File: src/rtl/branch_resolve_unit_pkg.sv
// Shared encodings for the decode-side branch resolver: opcodes, condition
// codes, flag layout and the IF/ID slot record.
package branch_pkg;

    localparam logic [3:0]  OP_B     = 4'hC;
    localparam logic [3:0]  OP_BR    = 4'hD;
    localparam logic [15:0] NOP_INST = 16'h0000;

    typedef enum logic [2:0] {
        NE     = 3'd0,
        EQ     = 3'd1,
        GT     = 3'd2,
        LT     = 3'd3,
        GTE    = 3'd4,
        LTE    = 3'd5,
        OV     = 3'd6,
        UNCOND = 3'd7
    } cond_t;

    typedef struct packed {
        logic z;
        logic v;
        logic n;
    } flags_t;

    typedef struct packed {
        logic        valid;
        logic [15:0] pc_curr;
        logic [15:0] pc_next;
        logic [15:0] inst;
        logic [1:0]  prediction;
        logic [15:0] predicted_target;
    } if_id_t;

    // B displacement: 9-bit signed halfword offset scaled to a byte offset.
    function automatic logic [15:0] b_offset(input logic [8:0] imm);
        return {{6{imm[8]}}, imm, 1'b0};
    endfunction

endpackage

File: src/rtl/branch_resolve_unit_cond_eval.sv
// Combinational branch condition evaluator; also intended for reuse by the
// EX-stage branch checker.
module branch_cond_eval
    import branch_pkg::*;
(
    input  cond_t  cond_i,
    input  flags_t flags_i,
    output logic   taken_o
);

    always_comb begin
        taken_o = 1'b0;
        case (cond_i)
            NE:      taken_o = ~flags_i.z;
            EQ:      taken_o = flags_i.z;
            GT:      taken_o = ~flags_i.z & ~flags_i.n;
            LT:      taken_o = flags_i.n;
            GTE:     taken_o = flags_i.z | (~flags_i.z & ~flags_i.n);
            LTE:     taken_o = flags_i.n | flags_i.z;
            OV:      taken_o = flags_i.v;
            UNCOND:  taken_o = 1'b1;
            default: taken_o = 1'b0;
        endcase
    end

endmodule

File: src/rtl/branch_resolve_unit.sv
// Decode-stage branch resolver: IF/ID register, condition/target resolution,
// predictor update enables, Fetch redirect and saturating statistics.
module branch_resolve_unit
    import branch_pkg::*;
#(
    parameter int unsigned CNT_W = 16
)
(
    input  logic             clk,
    input  logic             rst_n,
    input  logic             stall,
    input  logic             flags_busy,
    input  logic [15:0]      PC_curr,
    input  logic [15:0]      PC_next,
    input  logic [15:0]      PC_inst,
    input  logic [1:0]       prediction,
    input  logic [15:0]      predicted_target,
    input  logic [2:0]       flags,
    input  logic [15:0]      rs_data,
    input  logic             stats_clr,
    output logic [15:0]      IF_ID_PC_curr,
    output logic [1:0]       IF_ID_prediction,
    output logic [15:0]      IF_ID_inst,
    output logic             actual_taken,
    output logic [15:0]      actual_target,
    output logic             wen_BTB,
    output logic             wen_BHT,
    output logic             update_PC,
    output logic             branch_stall,
    output logic [CNT_W-1:0] branch_cnt,
    output logic [CNT_W-1:0] redirect_cnt
);

    if_id_t           ifid_q, ifid_d;
    logic [CNT_W-1:0] branch_cnt_q, branch_cnt_d;
    logic [CNT_W-1:0] redirect_cnt_q, redirect_cnt_d;

    logic [3:0]  opcode;
    cond_t       cond;
    flags_t      flags_s;
    logic        cond_true;
    logic        is_branch;
    logic        blocked;
    logic        resolved;
    logic        taken;
    logic        mispredicted;
    logic        miscomputed;
    logic [15:0] target;

    assign opcode    = ifid_q.inst[15:12];
    assign cond      = cond_t'(ifid_q.inst[11:9]);
    assign flags_s   = flags_t'(flags);
    assign is_branch = ifid_q.valid & ((opcode == OP_B) | (opcode == OP_BR));

    branch_cond_eval u_cond_eval (
        .cond_i  (cond),
        .flags_i (flags_s),
        .taken_o (cond_true)
    );

    assign target       = (opcode == OP_BR) ? rs_data
                                            : ifid_q.pc_next + b_offset(ifid_q.inst[8:0]);
    assign taken        = is_branch & cond_true;
    assign mispredicted = ifid_q.prediction[1] != taken;
    assign miscomputed  = ifid_q.predicted_target != target;

    // A conditional branch cannot resolve while EX is still producing flags.
    assign branch_stall = is_branch & flags_busy & (cond != UNCOND);
    assign blocked      = stall | branch_stall;
    assign resolved     = is_branch & ~blocked;

    assign actual_taken  = taken;
    assign actual_target = !ifid_q.valid ? '0 : (taken ? target : ifid_q.pc_next);
    assign wen_BHT       = resolved & mispredicted;
    assign wen_BTB       = resolved & (taken | miscomputed);
    assign update_PC     = resolved & (mispredicted | (taken & miscomputed));

    assign IF_ID_PC_curr    = ifid_q.pc_curr;
    assign IF_ID_prediction = ifid_q.prediction;
    assign IF_ID_inst       = ifid_q.inst;
    assign branch_cnt       = branch_cnt_q;
    assign redirect_cnt     = redirect_cnt_q;

    always_comb begin
        ifid_d = ifid_q;
        if (update_PC) begin
            // Wrong-path instruction becomes a bubble, whatever Fetch delivered.
            ifid_d      = '0;
            ifid_d.inst = NOP_INST;
        end else if (!blocked) begin
            ifid_d = '{valid:            1'b1,
                       pc_curr:          PC_curr,
                       pc_next:          PC_next,
                       inst:             PC_inst,
                       prediction:       prediction,
                       predicted_target: predicted_target};
        end
    end

    always_comb begin
        branch_cnt_d   = branch_cnt_q;
        redirect_cnt_d = redirect_cnt_q;
        if (stats_clr) begin
            branch_cnt_d   = '0;
            redirect_cnt_d = '0;
        end else begin
            if (resolved && (branch_cnt_q != '1))
                branch_cnt_d = branch_cnt_q + CNT_W'(1);
            if (update_PC && (redirect_cnt_q != '1))
                redirect_cnt_d = redirect_cnt_q + CNT_W'(1);
        end
    end

    always_ff @(posedge clk or negedge rst_n) begin
        if (!rst_n) begin
            ifid_q         <= '0;
            branch_cnt_q   <= '0;
            redirect_cnt_q <= '0;
        end else begin
            ifid_q         <= ifid_d;
            branch_cnt_q   <= branch_cnt_d;
            redirect_cnt_q <= redirect_cnt_d;
        end
    end

endmodule

File: config.mk
export PLATFORM = sky130hd
export DESIGN_NAME = branch_resolve_unit
export DESIGN_NICKNAME = d
export VERILOG_FILES = /design/src/rtl/branch_resolve_unit_pkg.sv /design/src/rtl/branch_resolve_unit_cond_eval.sv /design/src/rtl/branch_resolve_unit.sv
export SDC_FILE = /design/constraint.sdc
export NUM_CORES = 1
export LEC_CHECK = 0
export CORE_ASPECT_RATIO = 1.5
export CORE_MARGIN = 4
export CORE_UTILIZATION = 45
export CTS_BUF_LIST = sky130_fd_sc_hd__clkbuf_2 sky130_fd_sc_hd__clkbuf_4 sky130_fd_sc_hd__clkbuf_8
export DETAILED_ROUTE_END_ITERATION = 10
export GPL_ROUTABILITY_DRIVEN = 0
export PLACE_DENSITY = 0.79
export SKIP_LAST_GASP = 1
export SYNTH_ARGS = -nofsm -noshare
export SYNTH_HDL_FRONTEND = slang
export SYNTH_SLANG_ARGS = --single-unit
File: constraint.sdc
create_clock -name clk -period 4.12 [get_ports clk]
set_clock_uncertainty 0.2 [all_clocks]
set_input_delay 0.824 -clock clk [delete_from_list [all_inputs] [get_ports clk]]
set_output_delay 0.824 -clock clk [all_outputs]
set_load 0.01 [all_outputs]
; Yosys cells after proc, flatten, opt, wreduce, memory -nomap -nowiden
; Cells that the tools add are included.
[totals]
register_bits = 99
inputBits = 90
out_inout_bits = 87
elab_cells = 60
[op_classes]
addsub = 3
eq_ne = 15
n_mux = 10
n_bitwise = 19
reduce_logical = 5
[op_table]
columns = op, n
row1 = $mux 67, 2
row2 = $mux 16, 7
row3 = $add 16x1->16 const B, 2
row4 = $ne 16x16->1 const B, 2
row5 = $add 16x16->16, 1
row6 = $ne 16x16->1, 1
row7 = $eq 3x3->1 const B, 4
row8 = $and 1x1->1, 10
row9 = $eq 4x4->1 const B, 2
row10 = $pmux 1 s8, 1
row11 = $eq 3x2->1 const B, 2
row12 = $or 1x1->1, 6
row13 = $reduce_bool 2->1, 2
row14 = $eq 3x1->1 const B, 1
row15 = $logic_not 3->1, 1
row16 = $ne 3x3->1 const B, 1
row17 = $not 1->1, 3
row18 = $logic_and 1x1->1, 2
row19 = $ne 2x2->1 const B, 1
row20 = $ne 1x1->1, 1

; Longest topological paths before layout
[depth]
depth_word = 12
mapped_depth = 14
depth_no_buf = 12

; Modules after synthesis
; From an unflattened synthesis, not the netlist that was laid out.
[hier_totals]
cells_unflattened = 776
area_unflattened_um2 = 6404.9
[by_module_without_submodules]
columns = mod, instances, cells_per_inst, area_per_inst_um2, seq_area_each_um2
row1 = branch_resolve_unit, 1, 765, 6328.6, 2477.4
row2 = branch_cond_eval, 1, 11, 76.3, 0.0

; Least setup slack after synthesis
; No wires, ideal clock.
[synth_timing]
kind = register to output
start = register ifid_q, in the netlist IF_ID_inst[0]
end = output port update_PC
arrival_time_ps = 3124
required_time_ps = 3096
path_slack_ps = -28
stages_incl_launch_ff = 14
n_path_buf = 2
path_cell_list = dfrtp_1 ha_1 inv_1 fa_1 nand2b_1 a21oi_2 o21ai_1 a2111o_1 a21o_1 a2111oi_2 nor4b_4 nor2_2 buf_2 buf_6
[synth_via]
elab_chain_len = 6
[synth_rtl]
columns = element, line
row1 = start: declaration, branch_resolve_unit.sv:34  ; if_id_t ifid_q, ifid_d;
row2 = start signal: assignment, branch_resolve_unit.sv:120  ; ifid_q <= ifid_d;
row3 = $add 16x16->16, branch_resolve_unit.sv:62  ; : ifid_q.pc_next + b_offset(ifid_q.inst[8:0]);
row4 = $mux 16, branch_resolve_unit.sv:61  ; assign target = (opcode == OP_BR) ? rs_data
row5 = $ne 16x16->1, branch_resolve_unit.sv:65  ; assign miscomputed = ifid_q.predicted_target != target;
row6 = $and 1x1->1, branch_resolve_unit.sv:76  ; assign update_PC = resolved & (mispredicted | (taken & miscomputed));
row7 = $or 1x1->1, branch_resolve_unit.sv:76
row8 = $and 1x1->1, branch_resolve_unit.sv:76
row9 = end: declaration, branch_resolve_unit.sv:28  ; output logic update_PC,
; Every way passes these cells.

; Worst setup path after layout
[layout_timing]
start = register ifid_q, in the netlist IF_ID_inst[8]
end = output port update_PC
; The elaborated chain is that of the path after synthesis.

==> summary.md <==
| Metric | Value |
|---|---|
| Synth Warn # | `0` |
| Worst Reg-to-Reg Cells | `12` |
| Final Hold Vio Count | `0` |
| Worst-skew pair later-pin latency | `0.37 ns` |
| Final Non-Filler Cells | `1,200` |
| Top_reg_cell synth | `dfrtp_1` |
| Worst slew margin | `0.4281` |
| Post-layout minimum cycle time | `4.309 ns` |
| Pleak | `3.908 nW` |
| CTS sink cnt | `99` |
| Diodes inserted | `0` |
| DRC viols | `0` |
| Core area | `0.01406 sq mm` |
| Placed Instances | `1,177` |
| Hold Path Cell Cnt | `2` |
| FILL cells | `1,234` |
| RSZ-0062 raised after global routing | `true` |
| Die area | `roughly 0.016 sq mm` |
| Buffer depth of the longest clock path | `2` |
| Area grow syn2layout | `39.80%` |
| Synthesized area | `0.006486 sq mm` |
| DRT iter0 DRCs | `276` |
| Tightest Hold Check Type | `flop to flop` |
| Pre-Repair DR Iteration Count | `4` |
| Total GRT Usage | `0.2626` |
| Layout cell share with drive strength beyond 1 | `0.1498` |
| Pre-CTS setup slack | `-0.3315 ns` |
| Total gr overflow | `0` |
| Fraction of registers with async set or reset after synthesis | `1.000` |
| Cell Pwr Density | `335.1 mW/mm^2` |
| FMAX | `about 230 MHz` |
| Vias in the first global route | `6,782` |
| Max Slew Vio Count | `0` |
| CP max stage delay | `0.50 ns` |
| Final ANT Viol Nets | `0` |
| Hold Crit Start | `IF_ID_PC_curr[6]$_DFFE_PN0P_` |
| First-pass GRT wire length | `around 34,000 microns` |
| Detailed-route wire length per cell | `17.79 microns` |
| Synthesized Nets | `912` |
| Setup violators final | `2` |
| Synthesized netlist cell count | `805` |
| Number of synthesized flops with an enable pin | `0` |
| Max Fanout on Critical Path | `9` |
| Worst setup EP type | `primary output` |
| Final Util | `0.6450` |
| Die Width | `106.0 microns` |
| Final nets | `1,110` |
| Top cell type's share of synthesized area | `0.3819` |
| Failing checks | `setup timing` |
| CTS H-tree depth | `3` |
| Worst Hold End | `IF_ID_PC_curr[6]$_DFFE_PN0P_` |
| Largest net degree at the start of global routing | `68` |
| Final period utilization | `1.046` |
| Die Y-Extent | `~160 microns` |
| Req. time, crit path | `3.10 ns` |
| Initial Util | `0.4614` |
| Syn Area/Cell | `8.057 sq um` |
| R2r endpoint | `IF_ID_inst[0]$_DFFE_PN0P_` |
| Kind of critical path | `flop to primary output` |
| Status | `complete, but fails checks` |
| Vias per Instance | `5.520` |
| Row count | `53` |
| Largest area contributor in the netlist | `dfrtp_1` |
| CTS tree | `done` |
| Initial antenna violation count | `0` |
| Crit-path slowest cell | `dfrtp_2` |
| Worst r2r src | `IF_ID_inst[8]$_DFFE_PN0P_` |
| Root Buffer | `clkbuf_8` |
| Num CTS Buffers | `9` |
| Area contributors post-synth | `dfrtp_1 (38%), nand2_1 (9.9%), o21ai_0 (6.1%)` |
| R2r setup slk | `0.25 ns` |
| Maxcap violations | `0` |
| Ports | `about 180` |
| CP Launch Type | `flop` |
| DRT Wirelength | `21,350 microns` |
| Clock Pin Slew Worst Setup and Hold Paths | `0.10 ns` |
| Flops & latches, synth | `99` |
| Peak supply drop | `178.6 uV` |
| Worst-Margin Slew | `0.8579 ns` |
| # port buffers | `about 180` |
| Worst EP arrival | `about 3.3 ns` |
| Register area share after synthesis | `0.3819` |
| Cell breakdown of the critical path | `ha_4, buf_4, nand4_1, o2111a_1, a211o_1, a22oi_2, nand3_2, a2111oi_4, nor4b_4, nor2_4, buf_2` |
| Final Power | `3.038 mW` |
| Synth unique cells | `64` |
| Worst hold margin | `just under 0.3 ns` |
| Hold_buf cts | `0` |
| DP Wirelength | `16,180 microns` |
| Final WS setup | `-0.1893 ns` |
| Vias | `6,624` |
-- stage by stage --
step | instance area, sq um | TNS (ns)
2_1_floorplan | 6501 | 0
3_3_place_gp | 8698 | -2.867
3_5_place_dp | 8698 | -3.548
4_1_cts | 9020 | -0.2309
5_1_grt | 9067 | -0.5903
6_report | 9067 | -0.2811
-- critical path, delay by kind of cell (launching register included) --
kind                     cells  cell delay [ns]
flip-flops                   1             0.50
buffers and inverters        2             0.31
AND/OR/NAND/NOR              4             0.72
AO/OA/AOI/OAI                4             1.06
adder cells (fa/ha/maj)      1             0.31
-- registers in the layout (all words and copies together) (netlist names) --
signal	cells
IF_ID_PC_curr	16
IF_ID_inst	16
IF_ID_prediction	2
branch_cnt	16
ifid_q	33
redirect_cnt	16
-- worst max-delay path by stage --
| stage | start | endpoint | slack, ns | cells after the start |
|---|---|---|---|---|
| final | IF_ID_inst[8]$_DFFE_PN0P_ | update_PC | -0.19 | 11 |
| after global routing | IF_ID_inst[8]$_DFFE_PN0P_ | update_PC | -0.32 | 11 |
| after CTS | IF_ID_inst[0]$_DFFE_PN0P_ | update_PC | -0.15 | 12 |
| after detailed placement | flags[0] | update_PC | -0.33 | 10 |
| after global placement | flags[0] | update_PC | -0.25 | 10 |
| after floorplan | IF_ID_inst[0]$_DFFE_PN0P_ | update_PC | 0.01 | 13 |
-- power breakdown --
group	total, mW	switching, mW	internal (mW)	leakage, nW
registers	1.13	0.0827	1.05	1.26
logic	1.30	0.654	0.645	2.56
clock network	0.605	0.346	0.259	0.0901
total	3.04	1.08	1.95	3.91
-- final cells by class --
type | instances | area, sq um | area share
clock buffers | 13 | 160.2 | 0.01766
clock inverters | 3 | 23.77 | 0.002622
inverters | 16 | 60.06 | 0.006623
multi-input cells | 610 | 3666 | 0.4043
flip-flops and latches | 99 | 2479 | 0.2734
well taps | 192 | 240.2 | 0.02649
repair buffers | 267 | 2439 | 0.2689
-- per-layer routing --
layer  vias up  wire length [microns]  track usage
met1      3090                   7704       0.2829
met2       250                  10840       0.4586
met3        87                   1200      0.05438
met5         -                      0            0
met4         0                   1606       0.1796
li1       3197                      -            -
-- kinds of logic after synthesis --
logic type	synth area share
mux	0.02623
fa+ha+maj	0.03395
flops	0.3819
compound gates	0.1786
xor+xnor	0.03241
simple gates	0.2666
buf+inv	0.08025
-- cells in the mapped netlist (all sizes together), types with 3 or more instances --
master,count
a21o,6
a2111oi,3
or4,9
mux2i,8
o211ai,7
xor2,10
nor3,22
nand4b,3
o21ai,95
clkbuf,35
or3,9
inv,16
a211oi,3
o31ai,13
and2,7
nand2,171
a31o,3
nand3,38
nor2,40
xnor2,14
and3,10
a21oi,36
o21a,5
nor2b,6
ha,16
mux2,8
nand4,14
a221oi,4
or2,4
dfrtp,99
o22ai,4
nand3b,8
nand2b,4
buf,45
nor4,6
-- layout by cell type (no fill, tap or decap), drive strengths merged, types with 17 or more instances in the layout --
cell type / synthesis / routed
nor3: 22 / 22
nand3: 38 / 38
nor2: 40 / 40
nand2: 171 / 171
dfrtp: 99 / 99
a21oi: 36 / 36
clkdlybuf4s50: 0 / 156
dlygate4sd2: 0 / 17
o21ai: 95 / 95
buf: 45 / 93
-- timing repair --
| item | in CTS | in global routing |
|---|---|---|
| pin swaps | 8 | 4 |
| cloned | 0 | 0 |
| setup buffers | 6 | 1 |
| endpoints found under the setup margin | 20 | 9 |
| gates resized for setup | 46 | 10 |
Power figures use the tool's default switching activity.
